==> src/rtl/seg_scan_pkg.sv <==
// Shared types and the seven-segment hex table for the display loopback decoder.
// seg2nib maps an active-low {G..A} pattern to {err, nibble}; unknown codes give err=1, nibble=0.
package seg_scan_pkg;

    typedef enum logic {
        S_WAIT,
        S_HELD
    } state_t;

    localparam logic [6:0] SEG_BLANK = 7'h7F;

    localparam logic [6:0] HEX_SEG [16] = '{
        7'h40, 7'h79, 7'h24, 7'h30, 7'h19, 7'h12, 7'h02, 7'h78,
        7'h00, 7'h10, 7'h08, 7'h03, 7'h46, 7'h21, 7'h06, 7'h0E
    };

    function automatic logic [4:0] seg2nib(input logic [6:0] seg);
        logic [4:0] r;
        r = {1'b1, 4'h0};
        for (int i = 0; i < 16; i++) begin
            if (seg == HEX_SEG[i]) begin
                r = {1'b0, 4'(i)};
            end
        end
        return r;
    endfunction

endpackage

==> src/rtl/seg_scan_onehot.sv <==
// Checks that exactly one active-low anode is lit and returns its position.
// Kept standalone so the display driver's assertions can reuse the same check.
module seg_scan_onehot (
    input  logic [7:0] i_an,
    output logic       o_onehot_ok,
    output logic [2:0] o_idx
);

    logic [7:0] w_low;

    assign w_low       = ~i_an;
    assign o_onehot_ok = (w_low != 8'h00) && ((w_low & (w_low - 8'h01)) == 8'h00);

    always_comb begin
        o_idx = 3'd0;
        for (int i = 0; i < 8; i++) begin
            if (w_low[i]) begin
                o_idx = 3'(i);
            end
        end
    end

endmodule

==> src/rtl/seg_scan_decoder.sv <==
// Samples the multiplexed active-low display bus, waits for each digit dwell to settle,
// decodes it, and publishes the two 16-bit values once all eight digits have been seen.
module seg_scan_decoder
    import seg_scan_pkg::*;
#(
    parameter int SETTLE_CYCLES = 16,
    parameter int DIGITS        = 8
) (
    input  logic              clk,
    input  logic              rst,
    input  logic [DIGITS-1:0] an_i,
    input  logic [6:0]        seg_i,
    input  logic              dp_i,
    output logic [15:0]       val_1_o,
    output logic [15:0]       val_2_o,
    output logic              frame_valid_o,
    output logic              frame_err_o
);

    localparam int            CW       = $clog2(SETTLE_CYCLES + 1);
    localparam logic [CW-1:0] CNT_TERM = CW'(SETTLE_CYCLES - 1);
    localparam logic [CW-1:0] CNT_MAX  = CW'(SETTLE_CYCLES);

    logic [DIGITS-1:0]      r_an_q1, r_an_q, r_an_prev;
    logic [6:0]             r_seg_q1, r_seg_q;
    state_t                 r_state, w_state_n;
    logic [CW-1:0]          r_stab_cnt, w_cnt_n;
    logic [DIGITS-1:0]      r_seen, r_err_sh;
    logic [DIGITS-1:0][3:0] r_nib_sh;

    logic       w_an_chg;
    logic       w_capture;
    logic       w_onehot_ok;
    logic [2:0] w_idx;
    logic [4:0] w_dec;
    logic       w_unused_dp;

    // The decimal point carries no digit information.
    assign w_unused_dp = dp_i;

    seg_scan_onehot u_onehot (
        .i_an        (r_an_q),
        .o_onehot_ok (w_onehot_ok),
        .o_idx       (w_idx)
    );

    assign w_an_chg = (r_an_q != r_an_prev);
    assign w_dec    = seg2nib(r_seg_q);

    always_ff @(posedge clk or posedge rst) begin
        if (rst) begin
            r_an_q1   <= '1;
            r_an_q    <= '1;
            r_an_prev <= '1;
            r_seg_q1  <= SEG_BLANK;
            r_seg_q   <= SEG_BLANK;
        end else begin
            r_an_q1   <= an_i;
            r_an_q    <= r_an_q1;
            r_an_prev <= r_an_q;
            r_seg_q1  <= seg_i;
            r_seg_q   <= r_seg_q1;
        end
    end

    // A change of the anode pattern always beats the terminal count.
    always_comb begin
        w_state_n = r_state;
        w_cnt_n   = r_stab_cnt;
        w_capture = 1'b0;
        case (r_state)
            S_WAIT: begin
                if (w_an_chg) begin
                    w_cnt_n = '0;
                end else begin
                    if ((r_stab_cnt == CNT_TERM) && w_onehot_ok) begin
                        w_capture = 1'b1;
                        w_state_n = S_HELD;
                    end
                    if (r_stab_cnt != CNT_MAX) begin
                        w_cnt_n = r_stab_cnt + CW'(1);
                    end
                end
            end
            S_HELD: begin
                if (w_an_chg) begin
                    w_state_n = S_WAIT;
                    w_cnt_n   = '0;
                end
            end
            default: begin
                w_state_n = S_WAIT;
                w_cnt_n   = '0;
            end
        endcase
    end

    always_ff @(posedge clk or posedge rst) begin
        if (rst) begin
            r_state    <= S_WAIT;
            r_stab_cnt <= '0;
        end else begin
            r_state    <= w_state_n;
            r_stab_cnt <= w_cnt_n;
        end
    end

    // A capture on the frame-clear cycle lands after the clear, so it is kept.
    always_ff @(posedge clk or posedge rst) begin
        if (rst) begin
            r_seen        <= '0;
            r_err_sh      <= '0;
            r_nib_sh      <= '0;
            val_1_o       <= '0;
            val_2_o       <= '0;
            frame_valid_o <= 1'b0;
            frame_err_o   <= 1'b0;
        end else begin
            frame_valid_o <= 1'b0;
            if (r_seen == '1) begin
                val_1_o       <= r_nib_sh[3:0];
                val_2_o       <= r_nib_sh[7:4];
                frame_err_o   <= |r_err_sh;
                frame_valid_o <= 1'b1;
                r_seen        <= '0;
                r_err_sh      <= '0;
            end
            if (w_capture) begin
                r_seen[w_idx]   <= 1'b1;
                r_err_sh[w_idx] <= w_dec[4];
                r_nib_sh[w_idx] <= w_dec[3:0];
            end
        end
    end

endmodule

==> config.mk <==
export PLATFORM = sky130hd
export DESIGN_NAME = seg_scan_decoder
export DESIGN_NICKNAME = d
export VERILOG_FILES = /design/src/rtl/seg_scan_pkg.sv /design/src/rtl/seg_scan_onehot.sv /design/src/rtl/seg_scan_decoder.sv
export SDC_FILE = /design/constraint.sdc
export NUM_CORES = 1
export LEC_CHECK = 0
export ABC_AREA = 1
export BUFFER_PORTS_ARGS = -buffer_cell sky130_fd_sc_hd__buf_2
export CAP_MARGIN = 40
export CELL_PAD_IN_SITES_DETAIL_PLACEMENT = 0
export CELL_PAD_IN_SITES_GLOBAL_PLACEMENT = 2
export CORE_UTILIZATION = 34
export CTS_BUF_LIST = sky130_fd_sc_hd__clkbuf_8
export DETAILED_ROUTE_END_ITERATION = 10
export PLACE_DENSITY = 0.81
export REMOVE_ABC_BUFFERS = 1
export SLEW_MARGIN = 20
export SYNTH_ARGS = -nofsm -noshare
export SYNTH_HDL_FRONTEND = slang
export SYNTH_SLANG_ARGS = --single-unit
export TNS_END_PERCENT = 20
==> constraint.sdc <==
create_clock -name clk -period 3.6 [get_ports clk]
set_input_delay 0.36 -clock clk [delete_from_list [all_inputs] [get_ports clk]]
set_output_delay 0.36 -clock clk [all_outputs]
set_load 0.02 [all_outputs]
==> implementation parameters <==
Parameter                              Value

Status
  Result of the run    completed

Routing
  First-pass iteration count of the detailed router    4
  Wire length per cell    11.6 um
  Post-DR vias/cell    about 4.3
  DRC errors left    0
  Total detailed-routing wirelength    10.0 mm
  Via total after detailed routing    between 3k and 4k
  Initial detailed-routing violation count    ~200
  Post-route antenna net violation count    0

Worst setup path
  Stage delay of the slowest cell on the critical path    about 380 ps
  Slowest cell on the critical path    sky130_fd_sc_hd__dfrtp_1
  Endpoint type of the worst setup path    flop
  Category of the most critical setup path    reg -> reg
  Launching point of the worst reg2reg path    r_stab_cnt[1]$_DFFE_PP0P_
  Cell repeated most along the worst path    sky130_fd_sc_hd__nand2_1
  CP startpoint    r_stab_cnt[1]$_DFFE_PP0P_
  Data required time at the worst endpoint    roughly 3900 ps
  Crit path arrival time    between 2000 and 3000 ps
  End point of the critical path    r_nib_sh[25]$_DFFE_PP0P_
  Largest driver fanout on the critical path    5
  Kind of launch point of the worst setup path    flop
  FF-to-FF setup slack    between 1000 and 1500 ps
  FF-to-FF End    r_nib_sh[25]$_DFFE_PP0P_
  Cells along the critical path    ha_1 > inv_1 > nor3_1 > ha_1 > nand3_1 > nor2_4 > nand3_2 > nor2_1 > nand2_1 > nor2_1 > nand2_1 > nand2_1 > inv_1
  Length in cells of the worst reg-to-reg path    13

Place
  PortBufs    50
  DPL Wire Length    between 6 and 7 mm
  Final weighted congestion in routability-driven placement    just under 0.8

Final layout
  Nets@finish    688
  Fillers    around 1.5k
  Share of layout cells above drive strength 1    0.206
  Post-synthesis to final-layout area growth    19.4%
  Post-Route Utilization    0.414
  Inserted Diodes    0

Yosys
  Post-Synthesis Cells    ~600
  Flops & latches, synth    around 130
  EDFF count, synth    0
  Most used DFF post-synth    sky130_fd_sc_hd__dfrtp_1
  Cell variety after synth    32
  Leading cell types by total area after synthesis    sky130_fd_sc_hd__dfrtp_1 (42%), sky130_fd_sc_hd__dfstp_2 (19%), sky130_fd_sc_hd__nand2_1 (14%)
  Sequential-to-total area share from yosys stat    0.610
  Async set or reset register ratio after synthesis    1.00
  Top-area cell type share of the netlist area    0.420
  Mean Syn Cell Area    about 9 sq um
  Synthesized area    0.00525 sq mm
  Syn. warnings    0
  Cell accounting for the most synthesized area    sky130_fd_sc_hd__dfrtp_1

Timing
  Slew at the pin with the worst max-slew slack    832 ps
  Unrepaired setup endpoints after global routing    false
  Achievable clock frequency    434 MHz
  Final hold vios    0
  Final setup violation count    0
  Clock Skews    between 10 and 15 ps
  Number of max-slew violations in the final report    0
  Share of the clock period used by the worst path    0.641
  Relative slew slack    0.443
  Hold WS    about 49 ps
  Final critical path time including I/O delays and setup    2310 ps

Floorplanning
  Rows    between 40 and 50
  Core Area    roughly 0.015 sq mm
  Die Ht    approximately 130 um
  I/O pin count    52
  Effective utilization at floorplan    0.347
  Die X    between 100 and 150 um
  Die footprint    about 0.016 sq mm

Power
  Power per standard cell area    between 400 and 500 mW/mm^2
  Sequential fraction of design power    0.530
  Power share of the clock group    0.432
  Internal Power    2.15 mW
  Max IR drop VDD    0.000232 V
  Switching power share of the total    0.225
  P_leak    between 3 and 4 nW
  Combinational cell fraction of total power    0.039
  Total net switching power    roughly 0.63 mW

CTS
  Worst-case clock buffer depth    2
  Clock latency of the later-clocked register in the worst-skew pair    approximately 440 ps
  Number of levels the H-tree was split into    4
  Number of CTS-inserted buffers    17
  Clock tree sinks    about 130
  Clk slew on worst S/H paths    roughly 70 ps
  Root buffer cell    sky130_fd_sc_hd__clkbuf_8
  Clock tree from TritonCTS    done

Global route
  Number of antenna violations at the first check in global routing    0
  Tot GR Track Use    0.144
  Wire length of the first global-routing pass    about 18 mm
  Vias in the first global route    3,794
  Maximum number of pins on one net before global-route repair    68
  Leftover overflow at the end of global routing    0

Min path
  Worst min path class    in -> async

Flow run
  Max-Cap Viols    0
==> area by class of cell <==
class | instances | area (sq um) | area share
sequential | 126 | 3200 | 0.511
multi-input combinational | 365 | 1670 | 0.266
timing repair buffer | 67 | 428 | 0.0683
inverter | 90 | 340 | 0.0543
clock buffer | 20 | 275 | 0.0439
tap | 188 | 235 | 0.0375
clock inverter | 12 | 120 | 0.0192
==> power by group through the flow <==
stage	Clock [mW]	Combinational [mW]	Sequential, mW
2_1_floorplan	0	0.0659	1.49
3_3_place_gp	0	0.0971	1.50
3_5_place_dp	0	0.0987	1.50
4_1_cts	1.25	0.111	1.47
5_1_grt	1.31	0.127	1.48
6_report	1.20	0.108	1.47
==> logic make-up (layout without fill, tap and decap cells) <==
kind of cell    Yosys count  after routing  synth area share
simple gates            307            307             0.252
flops                   126            126             0.610
buf+inv                 102            189            0.0732
compound gates           51             51            0.0508
xor+xnor                  4              4           0.00667
fa+ha+maj                 3              3           0.00715
==> state kept, by name, indices dropped and copies added (netlist names), 8 cells and up <==
signal / cells
r_nib_sh: 32
val_1_o: 16
val_2_o: 16
r_an_prev: 8
r_an_q1: 8
r_an_q: 8
r_err_sh: 8
r_seen: 8
==> how the worst min path moves through the flow <==
stage	start	to	depth (start not counted)
after global placement	r_seg_q1[4]$_DFF_PP1_	r_seg_q[4]$_DFF_PP1_	0
after detailed placement	r_an_q1[0]$_DFF_PP1_	r_an_q[0]$_DFF_PP1_	0
after floorplan	r_an_q1[0]$_DFF_PP1_	r_an_q[0]$_DFF_PP1_	0
after global routing	rst	r_nib_sh[12]$_DFFE_PP0P_	2
final	rst	r_nib_sh[12]$_DFFE_PP0P_	2
after CTS	rst	r_nib_sh[12]$_DFFE_PP0P_	2
==> synth_stat cells, types with 2 or more instances <==
cell type and n:
sky130_fd_sc_hd__nand2_1 193, sky130_fd_sc_hd__o21ai_0 40, sky130_fd_sc_hd__dfstp_2 38, sky130_fd_sc_hd__dfrtp_1 88
sky130_fd_sc_hd__o21ai_1 5, sky130_fd_sc_hd__ha_1 3, sky130_fd_sc_hd__nor4_1 2, sky130_fd_sc_hd__o211ai_1 3
sky130_fd_sc_hd__clkbuf_1 10, sky130_fd_sc_hd__nand2_4 3, sky130_fd_sc_hd__nand4_1 17, sky130_fd_sc_hd__nor2_2 2
sky130_fd_sc_hd__xnor2_1 4, sky130_fd_sc_hd__inv_1 86, sky130_fd_sc_hd__nor2_1 51, sky130_fd_sc_hd__nor2_4 2
sky130_fd_sc_hd__inv_2 3, sky130_fd_sc_hd__nand3_1 17, sky130_fd_sc_hd__nand2_2 5, sky130_fd_sc_hd__nor3_1 9
==> through the flow <==
| step | setup TNS [ps] | cell area (sq um) | power, mW | worst slack (ps) | instances |
|---|---|---|---|---|---|
| floorplan | -4670 | 5200 | 1.56 | -53.1 | 581 |
| global placement | 0 | 5720 | 1.59 | 1310 | 821 |
| detailed placement | 0 | 5720 | 1.60 | 1300 | 821 |
| CTS | 0 | 6270 | 2.83 | 1270 | 868 |
| global route | 0 | 6270 | 2.91 | 1030 | 868 |
| finish | 0 | 6270 | 2.78 | 1290 | 868 |
==> layer usage <==
layer	GRT usage	vias up	share of wire
met3	0.0408	13	0.032
met4	0.0617	0	0.017
met5	0	-	0
met1	0.176	1695	0.48
met2	0.237	62	0.47
li1	-	1978	-
==> what timing repair did <==
action                     CTS  global route
setup endpoints to repair    0             0
buffers inserted             0             0
hold buffers                15             0
gates resized for setup      0             0
hold endpoints to repair    15             0
==> worst max-delay path, delay by kind of cell, from the launching register on <==
kind	cells	cell delay [ps]
and+or+nand+nor	9	1390
adders and majority gates	2	340
DFF	1	380
buffers and inverters	2	90
==> cell usage in the layout, fill, tap and decap left out, types with 2 or more instances in the layout <==
cell type,instances
sky130_fd_sc_hd__clkinvlp_4,2
sky130_fd_sc_hd__inv_1,88
sky130_fd_sc_hd__o211ai_1,3
sky130_fd_sc_hd__nand2_1,192
sky130_fd_sc_hd__nor2_1,51
sky130_fd_sc_hd__nand2_4,3
sky130_fd_sc_hd__nor2_2,2
sky130_fd_sc_hd__dfrtp_1,88
sky130_fd_sc_hd__dlygate4sd3_1,15
sky130_fd_sc_hd__nor4_1,2
sky130_fd_sc_hd__clkinv_2,2
sky130_fd_sc_hd__nand2_2,6
sky130_fd_sc_hd__clkbuf_8,20
sky130_fd_sc_hd__buf_2,50
sky130_fd_sc_hd__bufinv_16,2
sky130_fd_sc_hd__nand3_1,17
sky130_fd_sc_hd__inv_4,2
sky130_fd_sc_hd__ha_1,3
sky130_fd_sc_hd__xnor2_1,4
sky130_fd_sc_hd__dfstp_2,38
sky130_fd_sc_hd__o21ai_0,40
sky130_fd_sc_hd__nand4_1,17
sky130_fd_sc_hd__nor3_1,9
sky130_fd_sc_hd__inv_2,3
sky130_fd_sc_hd__nor2_4,2
sky130_fd_sc_hd__o21ai_1,5
Note: power is estimated with default switching activity, not from simulation.
